`config.mk`:
```
export PLATFORM = sky130hd
export DESIGN_NAME = pc_branch_ctrl
export DESIGN_NICKNAME = d
export VERILOG_FILES = /design/src/rtl/pc_branch_ctrl.sv
export SDC_FILE = /design/constraint.sdc
export NUM_CORES = 1
export LEC_CHECK = 0
export BUFFER_PORTS_ARGS = -buffer_cell sky130_fd_sc_hd__clkbuf_2
export CORE_MARGIN = 2
export CORE_UTILIZATION = 50
export CTS_CLUSTER_DIAMETER = 40
export DETAILED_ROUTE_END_ITERATION = 8
export HOLD_SLACK_MARGIN = 0.02
export PLACE_DENSITY = 0.79
export SLEW_MARGIN = 40
export SYNTH_ARGS = -nofsm -noshare
export SYNTH_HDL_FRONTEND = slang
export SYNTH_SLANG_ARGS = --single-unit
```
`constraint.sdc`:
```
create_clock -name clk -period 3.7 [get_ports clk]
set_clock_uncertainty 0.2 [all_clocks]
set_input_delay 0.37 -clock clk [delete_from_list [all_inputs] [get_ports clk]]
set_output_delay 0.37 -clock clk [all_outputs]
set_load 0.005 [all_outputs]
```
`src/rtl/pc_branch_ctrl.sv`:
```
// Fetch PC sequencer with branch/jump decode, stall-pending redirect, exception override and link write.
// Optional branch outcome counters are enabled by defining BRANCH_STATS_EN.
module pc_branch_ctrl (
   input  logic        clk,
   input  logic        rst,
   input  logic        stall_f,
   input  logic        br_valid_d,
   input  logic [5:0]  op_d,
   input  logic [4:0]  rt_d,
   input  logic [4:0]  rd_d,
   input  logic [5:0]  funct_d,
   input  logic        take_d,
   input  logic [31:0] pc_plus4_d,
   input  logic [15:0] imm_d,
   input  logic [25:0] instr_index_d,
   input  logic [31:0] rs_val_d,
   input  logic        exc_valid,
   input  logic [31:0] exc_vector,
   output logic [31:0] pc_f,
   output logic        redirect,
   output logic        in_delay_slot_f,
   output logic        link_we,
   output logic [4:0]  link_addr,
   output logic [31:0] link_val,
`ifdef BRANCH_STATS_EN
   output logic [31:0] taken_cnt,
   output logic [31:0] nottaken_cnt,
`endif
   output logic        addr_err
);

   typedef enum logic [0:0] {ST_RUN, ST_PEND} state_e;

   localparam logic [31:0] RESET_PC = 32'hBFC0_0000;

   state_e      state_q, state_d;
   logic [31:0] pc_f_q, pc_f_d;
   logic [31:0] pend_pc_q, pend_pc_d;
   logic        redirect_q, redirect_d;
   logic        ds_q, ds_d;
   logic        link_we_q, link_we_d;
   logic [4:0]  link_addr_q, link_addr_d;
   logic [31:0] link_val_q, link_val_d;
   logic        addr_err_q, addr_err_d;

   logic        is_cond, is_uncond, is_link31, is_jr_class, is_jalr;
   logic        accept, xfer, taken;
   logic [31:0] target;

   always_comb begin
      is_cond     = 1'b0;
      is_uncond   = 1'b0;
      is_link31   = 1'b0;
      is_jr_class = 1'b0;
      is_jalr     = 1'b0;
      target      = pc_plus4_d + {{14{imm_d[15]}}, imm_d, 2'b00};
      case (op_d)
         6'b000100, 6'b000101, 6'b000110, 6'b000111: is_cond = 1'b1;
         6'b000001: begin
            case (rt_d)
               5'b00000, 5'b00001: is_cond = 1'b1;
               5'b10000, 5'b10001: begin
                  is_cond   = 1'b1;
                  is_link31 = 1'b1;
               end
               default: ;
            endcase
         end
         6'b000010, 6'b000011: begin
            is_uncond = 1'b1;
            is_link31 = op_d[0];
            target    = {pc_plus4_d[31:28], instr_index_d, 2'b00};
         end
         6'b000000: begin
            if (funct_d == 6'b001000 || funct_d == 6'b001001) begin
               is_uncond   = 1'b1;
               is_jr_class = 1'b1;
               is_jalr     = funct_d[0];
               target      = rs_val_d;
            end
         end
         default: ;
      endcase
   end

   // Decode is only honoured in RUN and never alongside an exception.
   assign accept = br_valid_d && (state_q == ST_RUN) && !exc_valid;
   assign xfer   = accept && (is_cond || is_uncond);
   assign taken  = xfer && (is_uncond || take_d);

   always_comb begin
      state_d    = state_q;
      pc_f_d     = pc_f_q;
      pend_pc_d  = pend_pc_q;
      redirect_d = 1'b0;
      if (exc_valid) begin
         pc_f_d     = exc_vector;
         pend_pc_d  = '0;
         redirect_d = 1'b1;
         state_d    = ST_RUN;
      end else if (state_q == ST_PEND) begin
         if (!stall_f) begin
            pc_f_d     = pend_pc_q;
            redirect_d = 1'b1;
            state_d    = ST_RUN;
         end
      end else if (taken) begin
         if (stall_f) begin
            pend_pc_d = target;
            state_d   = ST_PEND;
         end else begin
            pc_f_d     = target;
            redirect_d = 1'b1;
         end
      end else if (!stall_f) begin
         pc_f_d = pc_f_q + 32'd4;
      end

      // Delay-slot flag clears once fetch moves on from where it stood.
      if (exc_valid)
         ds_d = 1'b0;
      else if (xfer)
         ds_d = 1'b1;
      else if (pc_f_d != pc_f_q)
         ds_d = 1'b0;
      else
         ds_d = ds_q;

      link_we_d   = accept && (is_link31 || is_jalr);
      link_addr_d = link_addr_q;
      link_val_d  = link_val_q;
      if (link_we_d) begin
         link_addr_d = is_jalr ? rd_d : 5'd31;
         link_val_d  = pc_plus4_d + 32'd4;
      end
      addr_err_d = accept && is_jr_class && (rs_val_d[1:0] != 2'b00);
   end

   always_ff @(posedge clk) begin
      if (rst) begin
         state_q     <= ST_RUN;
         pc_f_q      <= RESET_PC;
         pend_pc_q   <= '0;
         redirect_q  <= 1'b0;
         ds_q        <= 1'b0;
         link_we_q   <= 1'b0;
         link_addr_q <= '0;
         link_val_q  <= '0;
         addr_err_q  <= 1'b0;
      end else begin
         state_q     <= state_d;
         pc_f_q      <= pc_f_d;
         pend_pc_q   <= pend_pc_d;
         redirect_q  <= redirect_d;
         ds_q        <= ds_d;
         link_we_q   <= link_we_d;
         link_addr_q <= link_addr_d;
         link_val_q  <= link_val_d;
         addr_err_q  <= addr_err_d;
      end
   end

   assign pc_f            = pc_f_q;
   assign redirect        = redirect_q;
   assign in_delay_slot_f = ds_q;
   assign link_we         = link_we_q;
   assign link_addr       = link_addr_q;
   assign link_val        = link_val_q;
   assign addr_err        = addr_err_q;

`ifdef BRANCH_STATS_EN
   logic [31:0] taken_cnt_q, taken_cnt_d;
   logic [31:0] nottaken_cnt_q, nottaken_cnt_d;

   always_comb begin
      taken_cnt_d    = taken_cnt_q;
      nottaken_cnt_d = nottaken_cnt_q;
      if (accept && is_cond) begin
         if (take_d)
            taken_cnt_d = taken_cnt_q + 32'd1;
         else
            nottaken_cnt_d = nottaken_cnt_q + 32'd1;
      end
   end

   always_ff @(posedge clk) begin
      if (rst) begin
         taken_cnt_q    <= '0;
         nottaken_cnt_q <= '0;
      end else begin
         taken_cnt_q    <= taken_cnt_d;
         nottaken_cnt_q <= nottaken_cnt_d;
      end
   end

   assign taken_cnt    = taken_cnt_q;
   assign nottaken_cnt = nottaken_cnt_q;
`endif

endmodule
```
Word level (Yosys, flattened, before mapping)
Index checks and enable logic that the tools add are counted.
W data, S select, Z words.
{"block": "word_totals", "register_bits": 106, "latch_bits": 0, "mem_bits_rw": 0, "rom_bits": 0, "inputBits": 166, "out_inout_bits": 73, "word_cells": 75, "memories": 0}
{"block": "classes", "add_sub_neg": 3, "mul": 0, "div": 0, "order_cmp": 0, "eq_ne": 13, "shift": 0, "muxes": 27, "n_bitwise": 1, "reduce_logical": 22}
{"cell": "$mux W32", "count": 7}
{"cell": "$add A32 B3 Y32 const B", "count": 2}
{"cell": "$pmux W32 S2", "count": 1}
{"cell": "$add A32 B32 Y32", "count": 1}
{"cell": "$ne A32 B32 Y1", "count": 1}
{"cell": "$eq A6 B3 Y1 const B", "count": 4}
{"cell": "$mux W1", "count": 15}
{"cell": "$eq A6 B2 Y1 const B", "count": 2}
{"cell": "$eq A6 B4 Y1 const B", "count": 2}
{"cell": "$eq A5 B5 Y1 const B", "count": 2}
{"cell": "$reduce_or A4 Y1", "count": 2}
{"cell": "$logic_and A1 B1 Y1", "count": 7}
{"cell": "$eq A6 B1 Y1 const B", "count": 1}
{"cell": "$logic_not A6 Y1", "count": 1}
{"cell": "$pmux W1 S2", "count": 3}
{"cell": "$reduce_or A2 Y1", "count": 3}
{"cell": "$eq A5 B1 Y1 const B", "count": 1}
{"cell": "$logic_not A5 Y1", "count": 1}
{"cell": "$mux W5", "count": 1}
{"cell": "$logic_or A1 B1 Y1", "count": 4}
{"cell": "$reduce_bool A2 Y1", "count": 2}
{"cell": "$reduce_and A3 Y1", "count": 1}
{"cell": "$logic_not A1 Y1", "count": 1}
{"cell": "$not A1 Y1", "count": 1}

Longest topological paths before layout
Gate-level depths: netlist of the first run.
{"block": "depth", "word_depth": 13, "mapped_depth": 15, "mapped_depth_nobuf": 13}

Least setup slack after synthesis of the first run
No wires, ideal clock.
{"block": "synth_timing", "path_type": "input -> register", "start": "in pc_plus4_d[2]", "end": "reg ds_q (netlist: in_delay_slot_f)", "arrival_time_ns": 3.321, "required_ns": 3.431, "slack_ns": 0.110, "cell_stages": 13, "path_buffers": 0, "cell_sequence": "ha_1 > fa_1 > a211oi_1 > o31ai_1 > a311oi_1 > o211ai_1 > xnor2_1 > o2111a_1 > xor2_1 > nor2_1 > a2111oi_0 > o2111ai_1 > o21ai_1"}
{"block": "synth_via", "elab_chain_len": 9}
{"element": "from (decl)", "line": "13", "text": "input logic [31:0] pc_plus4_d,"}
{"element": "$add A32 B32 Y32 (*)", "line": "56", "text": "target = pc_plus4_d + {{14{imm_d[15]}}, imm_d, 2'b00};"}
{"element": "$mux W32", "line": "75", "text": "if (funct_d == 6'b001000 || funct_d == 6'b001001) begin"}
{"element": "$pmux W32 S2 (*)", "line": "57", "text": "case (op_d)"}
{"element": "$mux W32 (*)", "line": "108", "text": "if (stall_f) begin"}
{"element": "$mux W32 (*)", "line": "107", "text": "end else if (taken) begin"}
{"element": "$mux W32 (*)", "line": "101", "text": "end else if (state_q == ST_PEND) begin"}
{"element": "$mux W32 (*)", "line": "96", "text": "if (exc_valid) begin"}
{"element": "$ne A32 B32 Y1 (*)", "line": "124", "text": "else if (pc_f_d != pc_f_q)"}
{"element": "$reduce_bool A2 Y1 (no line) (*)"}
{"element": "to (signal assigned)", "line": "155", "text": "ds_q <= ds_d;"}
{"element": "to (decl)", "line": "40", "text": "logic ds_q, ds_d;"}
Mark *: on every way between the ends. The rest lies on a longest branch, timed or not.
A chain may end at the register's enable or synchronous reset.

Worst setup path in the final report of the first run
Ends and elaborated chain as after synthesis.

==> run metrics, run 1 <==
outcome=finished clean; Sw Pwr=1409 uW; Row Count=52; clock share of power=31.1%; Comb pwr share=37.2%; fmax=0.2760 GHz; Die X-Extent=146.4 um; nets=2,010; Sum Neg Setup Slack=0 ns; Core ar.=0.02004 mm2; Worst Tran Pin Value=0.7430 ns; Critical Path Source=pc_plus4_d[2]; Yosys reg bits=106; TritonRoute pass-1 iters=6; final WL=51,430 um; number of synthesized flops with an enable pin=0; Vias=13.81k; cts bufs inserted=9; CTS clk-pin slew, worst paths=0.09 ns; net count after synthesis=1,629; switching share of power=37.29%; largest family of logic cells by synthesized area=compound AO/OA/AOI/OAI gates; CTS Buffer Depth=2; Area Overhead vs Synth=33.66%; setup ws final=0.07689 ns; Top FF cell, synth=dfxtp_1; Register Area=0.002123 mm2; top-count cell post-synth=nor2_1; Reg2Reg Launch Point=pc_f[2]; Port Buffers=237; synthesized-area fraction occupied by and/or/nand/nor cells=26.90%; ranking of synthesized cells by area=dfxtp_1 21%, nor2_1 6.4%, a21oi_1 5.4%; die footprint=0.02143 mm2; crit share post-route=97.92%; initial antenna violation count=2; Post-Layout Cell Count=2,089; largest fanout on the critical path=4; sequential fraction of the synthesis area=20.93%; GRT Residual Overflow=0; setup violators final=0; drc violations=0; post-CTS setup buffers=0; initial core utilization=50.60%; # placed instances=2,071; FF-to-FF setup slack=0.24 ns; fraction of layout cells with a size suffix above 1=30.05%; FF-to-FF End=in_delay_slot_f; share of Yosys cell area claimed by the top area cell type=20.93%; CP arrival=3.69 ns; Mapped Area=0.01014 mm2; Synth Area in Compound Gates=33.92%; max-cap viol count=0; synth unique cells=91; Placer Congestion=1.085; warning count from the yosys run=0; Critical Path End=in_delay_slot_f; clk_lat worst skew=0.37 ns; post-route ant nets=0; Final Hold Violating Endpoints=0; area of the multi-input gates=0.007471 mm2; Final Slew Violations=0; CTS sink count=106; # fillers=1,802; wire per inst=24.62 um; Worst setup EP type=flip-flop; GRT Util Overall=46.90%; Cells after Synth=1,431; number of global-route vias before repair=12.82k; CTS H-tree depth=3; async set-reset flop share out of synthesis=0%; number of DRC violations after detailed-routing iteration 0=1,991; TritonCTS clock tree=yes; worst hold slack=0.03909 ns; crit path launch type=input port; root buffer cell=clkbuf_16; synthesized area per cell=7.086 um2; IO Pins=239; Setup Crit Path Kind=in2reg; post-synthesis adder-cell area fraction=4.023%; cell leakage power=0.005804 uW; area leader, netlist=dfxtp_1; PwrDens=278.8 mW/mm2; Min-Delay Path Class=in2reg; Slew HR=49.69%; mux contribution to synthesized area=3.307%; routed vias/inst=6.609; hold path depth=3; crit path time final=3.623 ns; Post-CTS Hold Buffers=0; CP Data Required Time=3.76 ns; first-pass GRT wire length=77,270 um; Post-Synth XOR/XNOR Area=4.923%; total power=3779 uW; maximum VDD drop=246.5 uV; Seq pwr share=31.7%; dpl hpwl=40,940 um; Pint=2370 uW; worst slack, placed=-0.4112 ns; Worst Reg-to-Reg Cells=13; Die Y-Extent=146.4 um; largest net degree at the start of global routing=73; synth cell count leaders=173 x nor2_1, 131 x nand2_1, 110 x a21oi_1, 106 x dfxtp_1, 80 x clkbuf_1
-- how the worst min path moves through the flow --
stage	slack, ns	endpoint	from
6_report	0.04	pc_f[25]	exc_vector[25]
2_1_floorplan	0.25	pend_pc_q[24]	pend_pc_q[24]
3_5_place_dp	0.29	pend_pc_q[24]	pend_pc_q[24]
5_1_grt	0.06	pc_f[24]	exc_vector[24]
4_1_cts	0.04	pc_f[10]	exc_vector[10]
3_3_place_gp	0.28	link_val[1]	link_val[1]
-- per-stage QoR --
stage                     instance area [um2]  util (%)
after global routing                    13550     67.63
after global placement                  13180     65.76
after detailed placement                13180     65.76
after floorplan                         10140         -
after CTS                               13520     67.46
final                                   13550     67.63
-- power by group through the flow --
stage | Combinational (uW) | Clock [uW] | Sequential [uW]
3_3_place_gp | 1320 | 0 | 1220
2_1_floorplan | 651 | 0 | 1220
4_1_cts | 1350 | 1170 | 1200
6_report | 1400 | 1180 | 1200
5_1_grt | 1480 | 1210 | 1200
3_5_place_dp | 1330 | 0 | 1220
-- flip-flops by register name, indices dropped and copies added (netlist names) --
| name | cells |
|---|---|
| link_val | 32 |
| pc_f | 32 |
| pend_pc_q | 32 |
| link_addr | 5 |
| addr_err | 1 |
| in_delay_slot_f | 1 |
| link_we | 1 |
| redirect | 1 |
| state_q | 1 |
-- layout make-up --
| class | instances | area share, % |
|---|---|---|
| antenna | 2 | 0.03693 |
| sequential | 106 | 15.67 |
| clock buffer | 9 | 1.662 |
| clock inverter | 7 | 0.8124 |
| timing repair buffer | 485 | 23.35 |
| multi-input combinational | 1179 | 55.12 |
| tap | 270 | 2.493 |
| inverter | 31 | 0.8586 |
-- cell families (layout without fill, tap and decap cells) --
family | count (synthesis) | after routing
compound gates | 493 | 493
xor+xnor | 57 | 57
buf+inv | 146 | 532
other cells | 0 | 2
mux | 33 | 33
flops | 106 | 106
fa+ha+maj | 32 | 32
simple gates | 564 | 564
-- critical path, cell delays in order --
cell	delay [ns]
clkbuf_2	0.10
ha_1	0.22
fa_1	0.44
a211oi_2	0.35
o31ai_2	0.18
a311oi_2	0.33
buf_4	0.18
o21ai_0	0.10
a31oi_1	0.27
mux2i_1	0.32
nor2_1	0.09
a211oi_1	0.26
and4bb_1	0.29
o2111ai_1	0.09
o21ai_1	0.09
-- what timing repair did --
item,4_1_cts,5_1_grt
gates cloned,0,0
pin swaps,0,1
setup endpoints to repair,1,1
gates resized for setup,1,6
-- layout by cell type (no fill, tap or decap), types with 56 or more instances in the layout --
cell,netlist,final
nor2_1,173,172
a21oi_1,110,109
nor3_1,59,59
o21ai_0,77,77
clkbuf_2,0,237
buf_4,2,238
a211oi_1,72,71
nand3_1,56,56
nand2_1,131,131
dfxtp_1,106,105
-- routing by layer --
layer / track usage [%] / wire length (um) / vias up
met2: 69.29 / 21300 / 1029
met5: 0 / 0 / -
li1: - / - / 6154
met1: 64.24 / 20430 / 6411
met3: 11.72 / 6724 / 213
met4: 21.84 / 2974 / 0
No activity file was read; power rests on OpenSTA's default activity.
==> inputs of run 2 (changes only) <==
--- a/config.mk
+++ b/config.mk
@@ -12,6 +12,7 @@
 export DETAILED_ROUTE_END_ITERATION = 8
 export HOLD_SLACK_MARGIN = 0.02
 export PLACE_DENSITY = 0.79
+export RECOVER_POWER = 100
 export SLEW_MARGIN = 40
 export SYNTH_ARGS = -nofsm -noshare
 export SYNTH_HDL_FRONTEND = slang
==> run 2 against run 1 <==
Setup slack got worse by 0.046 ns. Critical path depth did not move. First-iteration DRC count fell by 5.5%. Sequential power barely moved. Sequential share of layout area rose by 0.14 points. Worst hold slack improved by 0.0029 ns.
==> run metrics, run 2 (same netlist as run 1, synthesis figures left out) <==
CTS clk-pin slew, worst paths=0.09 ns; initial core utilization=50.60%; Sw Pwr=1411 uW; Final Slew Violations=0; max-cap viol count=0; switching share of power=37.42%; Vias=13.79k; DRT met1 WL=20,600 um; clk_lat worst skew=0.37 ns; IO Pins=239; outcome=finished clean; wire per inst=24.65 um; Worst Tran Pin Value=1.352 ns; setup violators final=0; crit path cell chain=clkbuf_2, ha_1, fa_1, a211oi_2, o31ai_2, a311oi_2, buf_4, o21ai_0, a31oi_1, mux2i_1, nor2_1, a211oi_1, and4bb_1, o2111ai_1, o21ai_1; CTS H-tree depth=3; GRT Residual Overflow=0; cts bufs inserted=9; root buffer cell=clkbuf_16; hold path depth=3; Cell Area, Placed=0.01318 mm2; cell leakage power=0.005625 uW; # fillers=1,837; fmax=0.2725 GHz; Port Buffers=237; post-route ant nets=0; final WL=51,500 um; Placer Congestion=1.085; Die Y-Extent=146.4 um; CP max stage delay=0.44 ns; DR WL met3=6608 um; CP Data Required Time=3.76 ns; dpl hpwl=40,940 um; FF-to-FF setup slack=0.20 ns; Comb pwr share=37.1%; met2 routed WL=21,490 um; number of DRC violations after detailed-routing iteration 0=1,882; Area Overhead vs Synth=32.50%; fraction of layout cells with a size suffix above 1=27.30%; Sum Neg Setup Slack=0 ns; top routing layer used=met4; Final Hold Violating Endpoints=0; CP arrival=3.73 ns; Die X-Extent=146.4 um; largest fanout on the critical path=4; commonest non-fill, non-tap cell in the layout=buf_4; Worst setup EP type=flip-flop; die footprint=0.02143 mm2; crit path launch type=input port; CTS Buffer Depth=2; most frequent cells in the layout=220 x buf_4, 204 x clkbuf_2, 172 x nor2_1; slowest cell on the critical path=fa_1; Register Area=0.002123 mm2; hold_sp=exc_vector[25]; routed vias/inst=6.602; Row Count=52; nets=2,010; GRT Util Overall=46.90%; number of global-route vias before repair=12.82k; Post-CTS Hold Buffers=0; Worst Reg-to-Reg Cells=13; Reg2Reg Launch Point=state_q; drc violations=0; worst slack, placed=-0.4112 ns; PwrDens=280.7 mW/mm2; crit share post-route=99.17%; maximum VDD drop=246.2 uV; Min-Delay Path Class=in2reg; TritonRoute pass-1 iters=7; clock share of power=31.2%; Setup Crit Path Kind=in2reg; Core ar.=0.02004 mm2; setup ws final=0.03059 ns; Seq pwr share=31.8%; FF-to-FF End=in_delay_slot_f; post-CTS setup buffers=0; area of the multi-input gates=0.007471 mm2; CTS sink count=106; design area=0.01344 mm2; Hold EP=pc_f[25]; Pint=2360 uW; largest net degree at the start of global routing=73; crit path time final=3.669 ns; TritonCTS clock tree=yes; initial antenna violation count=2; Slew HR=9.858%; first-pass GRT wire length=77,270 um
-- run 2: changes by cell type in the layout (fill, tap and decap cells not counted), sizes merged --
cell,previous run,this run
buf,248,229
clkbuf,246,265
-- run 2: final cells by class --
cell class / count / share of cell area, %
Antenna cell: 2 / 0.03725
Clock buffer: 9 / 1.676
Clock inverter: 7 / 0.8195
Inverter: 31 / 0.8661
Multi-Input combinational cell: 1179 / 55.61
Sequential cell: 106 / 15.80
Tap cell: 270 / 2.514
Timing Repair Buffer: 485 / 22.68
-- run 2: layer usage --
metal / track usage (%) / vias up
li1: - / 6145
met1: 64.24 / 6423
met2: 69.29 / 1021
met3: 11.72 / 202
met4: 21.84 / 0
met5: 0 / -
-- run 2: critical path, delay by kind of cell --
| family | cells | cell delay [ns] |
|---|---|---|
| adder cells (fa/ha/maj) | 2 | 0.66 |
| AO/OA/AOI/OAI | 8 | 1.69 |
| AND/OR/NAND/NOR | 2 | 0.40 |
| buffers and inverters | 2 | 0.28 |
| multiplexers | 1 | 0.33 |
-- run 2: power groups by stage --
stage	registers, uW	clock network [uW]	logic (uW)
CTS	1200	1170	1350
global route	1200	1210	1470
floorplan	1220	0	651
global placement	1220	0	1320
detailed placement	1220	0	1330
finish	1200	1180	1400
-- run 2: worst max-delay path by stage --
stage / from / endpoint / depth (start not counted)
2_1_floorplan: pc_plus4_d[2] / in_delay_slot_f / 13
3_5_place_dp: pc_plus4_d[2] / in_delay_slot_f / 15
5_1_grt: pc_plus4_d[2] / in_delay_slot_f / 14
6_report: pc_plus4_d[2] / in_delay_slot_f / 15
3_3_place_gp: pc_plus4_d[2] / in_delay_slot_f / 15
4_1_cts: pc_plus4_d[2] / in_delay_slot_f / 15
-- run 2: repair_timing --
action | CTS | global route
pin swaps | 0 | 1
gates resized for setup | 1 | 6
endpoints found under the setup margin | 1 | 1
-- run 2: through the flow --
stage	util [%]	cells	hold slack [ns]	power, uW
2_1_floorplan	-	1431	0.2509	1870
3_3_place_gp	65.76	2071	0.2750	2547
3_5_place_dp	65.76	2071	0.2877	2557
4_1_cts	67.46	2087	0.04426	3709
5_1_grt	67.05	2089	0.05627	3885
6_report	67.05	2089	0.04202	3771
